<file path="config.mk">
export PLATFORM = sky130hd
export DESIGN_NAME = pipeline_hazard_ctrl
export DESIGN_NICKNAME = d
export VERILOG_FILES = /design/src/rtl/pipeline_hazard_ctrl.sv
export SDC_FILE = /design/constraint.sdc
export NUM_CORES = 1
export LEC_CHECK = 0
export CORE_UTILIZATION = 29
export CTS_CLUSTER_SIZE = 30
export DETAILED_ROUTE_END_ITERATION = 6
export PLACE_DENSITY_LB_ADDON = 0.25
export REMOVE_ABC_BUFFERS = 1
export SLEW_MARGIN = 20
export SYNTH_ARGS = -nofsm -noshare
export SYNTH_HDL_FRONTEND = slang
export SYNTH_SLANG_ARGS = --single-unit
</file>
<file path="constraint.sdc">
create_clock -name clk -period 1.5 [get_ports clk]
set_input_delay 0.15 -clock clk [delete_from_list [all_inputs] [get_ports clk]]
set_output_delay 0.15 -clock clk [all_outputs]
set_load 0.01 [all_outputs]
</file>
<file path="src/rtl/pipeline_hazard_ctrl.sv">
// Hazard sequencer beside ID: load-use bubbles, branch flushes and memory-wait freeze.
// Define HAZARD_PERF_EN to build the stall_cycles / flush_events counters.
module pipeline_hazard_ctrl #(
    parameter int REG_AW       = 4,
    parameter int LU_STALL_CYC = 1,
    parameter int FLUSH_CYC    = 1
) (
    input  logic              clk,
    input  logic              reset,
    input  logic [REG_AW-1:0] id_rn,
    input  logic [REG_AW-1:0] id_rm,
    input  logic              id_uses_rn,
    input  logic              id_uses_rm,
    input  logic [REG_AW-1:0] ex_rd,
    input  logic              ex_mem_to_reg,
    input  logic              ex_reg_write,
    input  logic              ex_branch_taken,
    input  logic              dmem_req,
    input  logic              dmem_ready,
    output logic              pc_write_en,
    output logic              if_id_write_en,
    output logic              if_id_flush,
    output logic              id_ex_bubble,
    output logic              stage_hold,
    output logic [1:0]        state_o,
    output logic [31:0]       stall_cycles,
    output logic [31:0]       flush_events
);

    typedef enum logic [1:0] {
        RUN      = 2'd0,
        LU_STALL = 2'd1,
        FLUSH    = 2'd2,
        MEM_WAIT = 2'd3
    } state_t;

    // Counter reload values: cnt holds the number of further cycles to spend in the state.
    localparam logic [1:0] LU_RELOAD    = 2'((LU_STALL_CYC > 1) ? (LU_STALL_CYC - 2) : 0);
    localparam logic [1:0] FLUSH_RELOAD = 2'((FLUSH_CYC > 0) ? (FLUSH_CYC - 1) : 0);

    state_t     state_r;
    state_t     state_nxt_s;
    logic [1:0] cnt_r;
    logic [1:0] cnt_nxt_s;
    logic       lu_s;
    logic       mem_busy_s;
    logic       pc_we_s;
    logic       ifid_we_s;
    logic       flush_s;
    logic       bubble_s;
    logic       hold_s;

    assign lu_s = ex_mem_to_reg & ex_reg_write &
                  ((id_uses_rn & (id_rn == ex_rd)) | (id_uses_rm & (id_rm == ex_rd)));
    assign mem_busy_s = dmem_req & ~dmem_ready;

    // Next-state, counter and pipeline-control decode
    always_comb begin
        state_nxt_s = state_r;
        cnt_nxt_s   = cnt_r;
        pc_we_s     = 1'b1;
        ifid_we_s   = 1'b1;
        flush_s     = 1'b0;
        bubble_s    = 1'b0;
        hold_s      = 1'b0;
        case (state_r)
            RUN: begin
                if (mem_busy_s) begin
                    pc_we_s     = 1'b0;
                    ifid_we_s   = 1'b0;
                    hold_s      = 1'b1;
                    state_nxt_s = MEM_WAIT;
                end else if (ex_branch_taken) begin
                    // A coincident load-use is wrong-path, so the branch wins outright.
                    flush_s  = 1'b1;
                    bubble_s = 1'b1;
                    if (FLUSH_CYC > 0) begin
                        cnt_nxt_s   = FLUSH_RELOAD;
                        state_nxt_s = FLUSH;
                    end else begin
                        state_nxt_s = RUN;
                    end
                end else if (lu_s) begin
                    pc_we_s   = 1'b0;
                    ifid_we_s = 1'b0;
                    bubble_s  = 1'b1;
                    if (LU_STALL_CYC > 1) begin
                        cnt_nxt_s   = LU_RELOAD;
                        state_nxt_s = LU_STALL;
                    end else begin
                        state_nxt_s = RUN;
                    end
                end else begin
                    state_nxt_s = RUN;
                end
            end
            LU_STALL: begin
                if (mem_busy_s) begin
                    pc_we_s     = 1'b0;
                    ifid_we_s   = 1'b0;
                    hold_s      = 1'b1;
                    state_nxt_s = MEM_WAIT;
                end else begin
                    pc_we_s   = 1'b0;
                    ifid_we_s = 1'b0;
                    bubble_s  = 1'b1;
                    if (cnt_r == 2'd0) begin
                        state_nxt_s = RUN;
                    end else begin
                        cnt_nxt_s = cnt_r - 2'd1;
                    end
                end
            end
            FLUSH: begin
                flush_s  = 1'b1;
                bubble_s = 1'b1;
                if (ex_branch_taken) begin
                    cnt_nxt_s = FLUSH_RELOAD;
                end else if (cnt_r == 2'd0) begin
                    state_nxt_s = RUN;
                end else begin
                    cnt_nxt_s = cnt_r - 2'd1;
                end
            end
            MEM_WAIT: begin
                if (dmem_ready) begin
                    // cnt is left frozen so an interrupted load-use stall resumes.
                    state_nxt_s = (cnt_r != 2'd0) ? LU_STALL : RUN;
                end else begin
                    pc_we_s   = 1'b0;
                    ifid_we_s = 1'b0;
                    hold_s    = 1'b1;
                end
            end
            default: begin
                state_nxt_s = RUN;
                cnt_nxt_s   = 2'd0;
                pc_we_s     = 1'b0;
                ifid_we_s   = 1'b0;
                flush_s     = 1'b1;
                bubble_s    = 1'b1;
            end
        endcase
    end

    // State and sequencing-counter registers
    always_ff @(posedge clk) begin
        if (reset) begin
            state_r <= RUN;
            cnt_r   <= 2'd0;
        end else begin
            state_r <= state_nxt_s;
            cnt_r   <= cnt_nxt_s;
        end
    end

    // Output stage: force NOP-loading values while reset is held
    always_comb begin
        if (reset) begin
            pc_write_en    = 1'b0;
            if_id_write_en = 1'b0;
            if_id_flush    = 1'b1;
            id_ex_bubble   = 1'b1;
            stage_hold     = 1'b0;
            state_o        = RUN;
        end else begin
            pc_write_en    = pc_we_s;
            if_id_write_en = ifid_we_s;
            if_id_flush    = flush_s;
            id_ex_bubble   = bubble_s;
            stage_hold     = hold_s;
            state_o        = state_r;
        end
    end

`ifdef HAZARD_PERF_EN
    logic [31:0] stall_cnt_r;
    logic [31:0] flush_cnt_r;
    logic        branch_acc_s;

    assign branch_acc_s = ex_branch_taken &
                          (((state_r == RUN) & ~mem_busy_s) | (state_r == FLUSH));

    // Saturating performance counters
    always_ff @(posedge clk) begin
        if (reset) begin
            stall_cnt_r <= 32'd0;
            flush_cnt_r <= 32'd0;
        end else begin
            if (!pc_we_s && (stall_cnt_r != 32'hFFFF_FFFF)) begin
                stall_cnt_r <= stall_cnt_r + 32'd1;
            end else begin
                stall_cnt_r <= stall_cnt_r;
            end
            if (branch_acc_s && (flush_cnt_r != 32'hFFFF_FFFF)) begin
                flush_cnt_r <= flush_cnt_r + 32'd1;
            end else begin
                flush_cnt_r <= flush_cnt_r;
            end
        end
    end

    assign stall_cycles = reset ? 32'd0 : stall_cnt_r;
    assign flush_events = reset ? 32'd0 : flush_cnt_r;
`else
    assign stall_cycles = 32'd0;
    assign flush_events = 32'd0;
`endif

endmodule

</file>
After elaboration in Yosys (flattened, before gate mapping). Cells that the tools add are included.

Register bits after elaboration: 4. Input port bits: 21. Output and inout bits: 71. Logic and storage cells: 62.

$add $sub $neg: 1. Equality and inequality tests: 10. Mux-type cells: 35. Bitwise operators: 7. Reductions and logical operators: 7.

Operators by type and width (number): 2-bit 2-to-1 mux (12); 1-bit 2-to-1 mux (17); 2-bit inequality test, second input constant (5); 4-bit == test (2); 2-bit one-hot mux with 4 select lines (1); 1-bit one-hot mux with 3 select lines (2); 2-bit one-hot mux with 3 select lines (1); 1-bit AND (5); 2-bit == test, second input constant (2); 2-bit zero test (2); 1-bit one-hot mux with 2 select lines (2); 4-bit AND reduction (1); 3-bit nonzero test (1); 2-bit by 1-bit == test with 1-bit output, second input constant (1); 2-bit AND reduction (1); 2-bit nonzero test (1); 2-bit OR reduction (1); 2-bit by 1-bit subtractor with 2-bit output, second input constant (1); 1-bit inverter (1); 1-bit bitwise OR (1).

Logic depth before layout (Yosys ltp).
Depth after elaboration: 9. Gate-level depth with buffers: 7. Gate-level depth less buffers: 7.

Least setup slack after synthesis. Ideal clock, no wire load.

Path kind: flip-flop to output port. From: reg state_r[1]. To: out stage_hold. Data arrival time: 1.451 ns. Required time: 1.350 ns. Path slack: -0.101 ns. Cell stages (with the launch flop): 5. Buffers on the path: 0. Cells stage by stage: dfxtp_1 inv_1 ha_1 o21ai_1 a2111oi_0.

Cells in the longest elaborated chain, start to end: 4. Elaborated cells on any way between the ends: 6. Classes of those cells: eq/ne: 2; mux: 2; reduce/logical: 2.

Ends and longest elaborated chain: from (decl) (RTL line 41) `state_t state_r;`; from (signal assigned) (RTL line 152) `state_r <= state_nxt_s;`; 2-bit by 1-bit == test with 1-bit output or 2-bit zero test (tied branches) (RTL line 66) `case (state_r)`; 2-bit OR reduction (no line); 1-bit one-hot mux with 2 select lines (*) (RTL line 66); 1-bit 2-to-1 mux (*) (RTL line 159) `if (reset) begin`; to (decl) (RTL line 24) `output logic stage_hold,`.

Every way passes the cells marked *; elsewhere a longest branch is shown, timed or not.

Worst setup path in the final report.
From: reg state_r[0]. To: out id_ex_bubble.

Cells in the longest elaborated chain, start to end: 3. Elaborated cells on any way between the ends: 5. Classes of those cells: eq/ne: 2; mux: 2; reduce/logical: 1.

Ends and longest elaborated chain: 2-bit == test (tied with other cells) (RTL line 66); 1-bit one-hot mux with 3 select lines (*) (RTL line 66); 1-bit 2-to-1 mux (*) (RTL line 159); to (decl) (RTL line 23) `output logic id_ex_bubble,`.

Marked as above.

==> summary.md <==
| Metric | Value |
|---|---|
| I/O Buffers | `27` |
| # diodes | `0` |
| Synth warn | `0` |
| Seq/Total Area, Yosys | `0.0769` |
| Hold/Removal Path Class | `flop to flop` |
| Vias in the first global route | `657` |
| Detailed Routing Iterations Pass 1 | `4` |
| Synth cell types | `34` |
| Top cell by count, worst path | `buf_6` |
| Yosys reg bits | `4` |
| Die X | `around 62 um` |
| Flop pwr share | `0.149` |
| Wire per inst | `~8.9 um` |
| FMAX | `roughly 600 MHz` |
| Hold endpoint | `cnt_r[1]` |
| Fill cell count | `358` |
| Crit path required time | `~1.4 ns` |
| Final hold vios | `0` |
| Remaining DRCs | `0` |
| Crit Path Category | `flop to output pin` |
| Area of the multi-input gates | `roughly 830 sq um` |
| GP Congestion | `~0.81` |
| Die height | `roughly 62 um` |
| Setup slack, reg-to-reg | `-0.10 ns` |
| RSZ-0062 raised after global routing | `true` |
| IO Count | `92` |
| Largest net degree at the start of global routing | `7` |
| Congestion Overflow GR | `0` |
| Fin util | `0.439` |
| R2R Path End | `cnt_r[0]` |
| Final setup fails | `6` |
| Core ar. | `~3400 sq um` |
| NetSw | `about 420 uW` |
| Post-place setup slack | `-0.603 ns` |
| Commonest non-fill, non-tap cell in the layout | `conb_1` |
| Die area | `~3800 sq um` |
| Status | `finished with violations` |
| Setup TNS | `-0.609 ns` |
| All-layer global routing usage | `0.103` |
| Power density cells | `roughly 670 nW/um^2` |
| Hold path startpoint | `cnt_r[1]` |
| Reg2Reg Depth | `9` |
| Initial core utilization | `0.307` |
| Post-Layout Cell Count | `232` |
| Row cnt | `21` |
| Fin. max-slew vios | `0` |
| Kind of cell adding the most delay to the critical path | `buffers and inverters` |
| Worst skew pair latency | `between 0.2 and 0.25 ns` |
| Worst-case vdd ir drop | `about 0.39 mV` |
| CTS tree | `done` |
| Clk sink count | `4` |
| Critical path cell sequence | `buf_6, ha_4, buf_6, a21oi_4, nand3_2, o21ai_2, a41oi_2, buf_2` |
| First-pass GRT wire length | `between 2000 and 3000 um` |
| Area Overhead vs Synth | `43.0%` |
| Most frequent cells in the layout | `conb_1, buf_4, clkdlybuf4s50_1` |
| P_int | `roughly 570 uW` |
| Final WL | `approximately 2100 um` |
| CTS Buf Count | `3` |
| Post-DP HPWL | `1630 um` |
| Setup crit start kind | `flop` |
| Share of cells above drive strength 1 | `0.323` |
| Nets | `~210` |
| Largest stage delay, worst path | `0.37 ns` |
| Post-DR vias/cell | `about 3.7` |
| Worst-path clk slew | `about 0.04 ns` |
| Failing checks | `negative setup slack` |
| FF+latch area | `87.6 sq um` |
| Inst Count DP | `roughly 220` |
| Post-Syn Area | `approximately 1000 sq um` |
| Clk buf depth | `2` |
| Tcrit/Tclk final | `1.09` |
| Worst path bufs/invs | `3` |
| Slowest stage cell, crit path | `dfxtp_4` |
| Syn avg cell area | `slightly below 8 sq um` |
| Worst r2r src | `state_r[0]` |
| Critical Path Sink Type | `output pin` |
| Clock share of power | `0.133` |
| Detail Route Antenna Nets | `0` |
| Clock Tree Root | `clkbuf_4` |
| Minimum clock period | `around 1.6 ns` |
| Initial antenna violation count | `0` |
| Setup ws final | `-0.138 ns` |
| Max_cap viols | `0` |
| Sw Share | `0.426` |
| Static leakage | `0.717 nW` |
| Setup skew after layout | `about 0.0065 ns` |
| H-tree depth | `1` |
| Hold path depth | `1` |
| Gate power share | `0.719` |
| CTS Hold Bufs | `0` |
| Gate Count Post-Synth | `~130` |
| Crit path DAT | `~1.5 ns` |
| CP Max Fanout | `4` |
| Initial DRC count | `18` |
| Vias | `~860` |
-- power groups by stage --
| stage | clock [mW] | sequential [mW] | combinational, mW |
|---|---|---|---|
| 4_1_cts | 0.141 | 0.143 | 0.632 |
| 5_1_grt | 0.148 | 0.151 | 0.775 |
| 2_1_floorplan | 0 | 0.128 | 0.277 |
| 3_3_place_gp | 0 | 0.129 | 0.535 |
| 3_5_place_dp | 0 | 0.130 | 0.538 |
| 6_report | 0.131 | 0.148 | 0.712 |
-- state kept, by name (all words and copies together), names as in the netlist --
register  count
cnt_r         2
state_r       2
-- cell families (layout without fill, tap and decap cells) --
kind of cell	count (synthesis)	after routing	synth area share
compound gates	21	21	0.151
fa+ha+maj	5	5	0.0601
mux	2	2	0.0192
xor+xnor	8	8	0.0673
other cells	1	64	0.00360
flops	4	4	0.0769
buf+inv	73	63	0.498
simple gates	19	19	0.124
-- routing by layer --
metal	share of wire	routed length, um	global-route usage	up-vias
met4	0.0029	6	0.0508	0
met2	0.53	1100	0.158	44
met5	0	0	0	-
met3	0.057	118	0.0166	2
met1	0.41	853	0.140	388
li1	-	-	-	427
-- metrics by stage --
step,total power [mW],hold slack (ns),instance area (sq um)
6_report,0.992,0.500,1490
5_1_grt,1.08,0.516,1490
4_1_cts,0.917,0.506,1410
3_5_place_dp,0.668,0.499,1260
3_3_place_gp,0.664,0.494,1260
2_1_floorplan,0.405,0.222,786
-- area by class of cell --
| class | instances | share of cell area |
|---|---|---|
| multi-input combinational | 119 | 0.556 |
| inverter | 7 | 0.0244 |
| tap | 46 | 0.0387 |
| clock buffer | 3 | 0.0151 |
| sequential | 4 | 0.0588 |
| timing repair buffer | 53 | 0.307 |
-- what timing repair did --
item                                    4_1_cts  5_1_grt
setup buffers                                 1        5
endpoints found under the setup margin       11        9
pin swaps                                    16        8
gates cloned                                  0        0
resized for setup                            72        9
-- cells in the mapped netlist, drive strengths merged --
cell / count / area share
a2111oi: 1 / 0.0084
a21oi: 6 / 0.029
a22oi: 3 / 0.031
a311oi: 1 / 0.0084
a31oi: 1 / 0.0060
a41oi: 1 / 0.016
and2: 1 / 0.0060
and3b: 1 / 0.0084
buf: 65 / 0.47
clkbuf: 1 / 0.0036
conb: 1 / 0.0036
dfxtp: 4 / 0.077
ha: 5 / 0.060
inv: 7 / 0.025
mux2i: 2 / 0.019
nand2: 1 / 0.0036
nand2b: 1 / 0.0060
nand3: 1 / 0.0048
nand4: 2 / 0.012
nor2: 8 / 0.029
nor2b: 1 / 0.0060
nor3b: 1 / 0.0072
nor4: 2 / 0.041
o211ai: 1 / 0.0072
o21a: 1 / 0.0072
o21ai: 3 / 0.014
o21bai: 1 / 0.0072
o221ai: 1 / 0.0084
o311ai: 1 / 0.0084
xnor2: 2 / 0.017
xor2: 6 / 0.050
-- how the worst max path moves through the flow --
stage | to | slack, ns | cells past startpoint | from
finish | id_ex_bubble | -0.14 | 8 | state_r[0]
global route | id_ex_bubble | -0.20 | 8 | state_r[0]
CTS | id_ex_bubble | -0.15 | 7 | state_r[0]
detailed placement | id_ex_bubble | -0.60 | 7 | ex_rd[2]
global placement | id_ex_bubble | -0.59 | 7 | ex_rd[2]
floorplan | stage_hold | -0.10 | 4 | state_r[1]
Note: power is estimated with default switching activity, not from simulation.
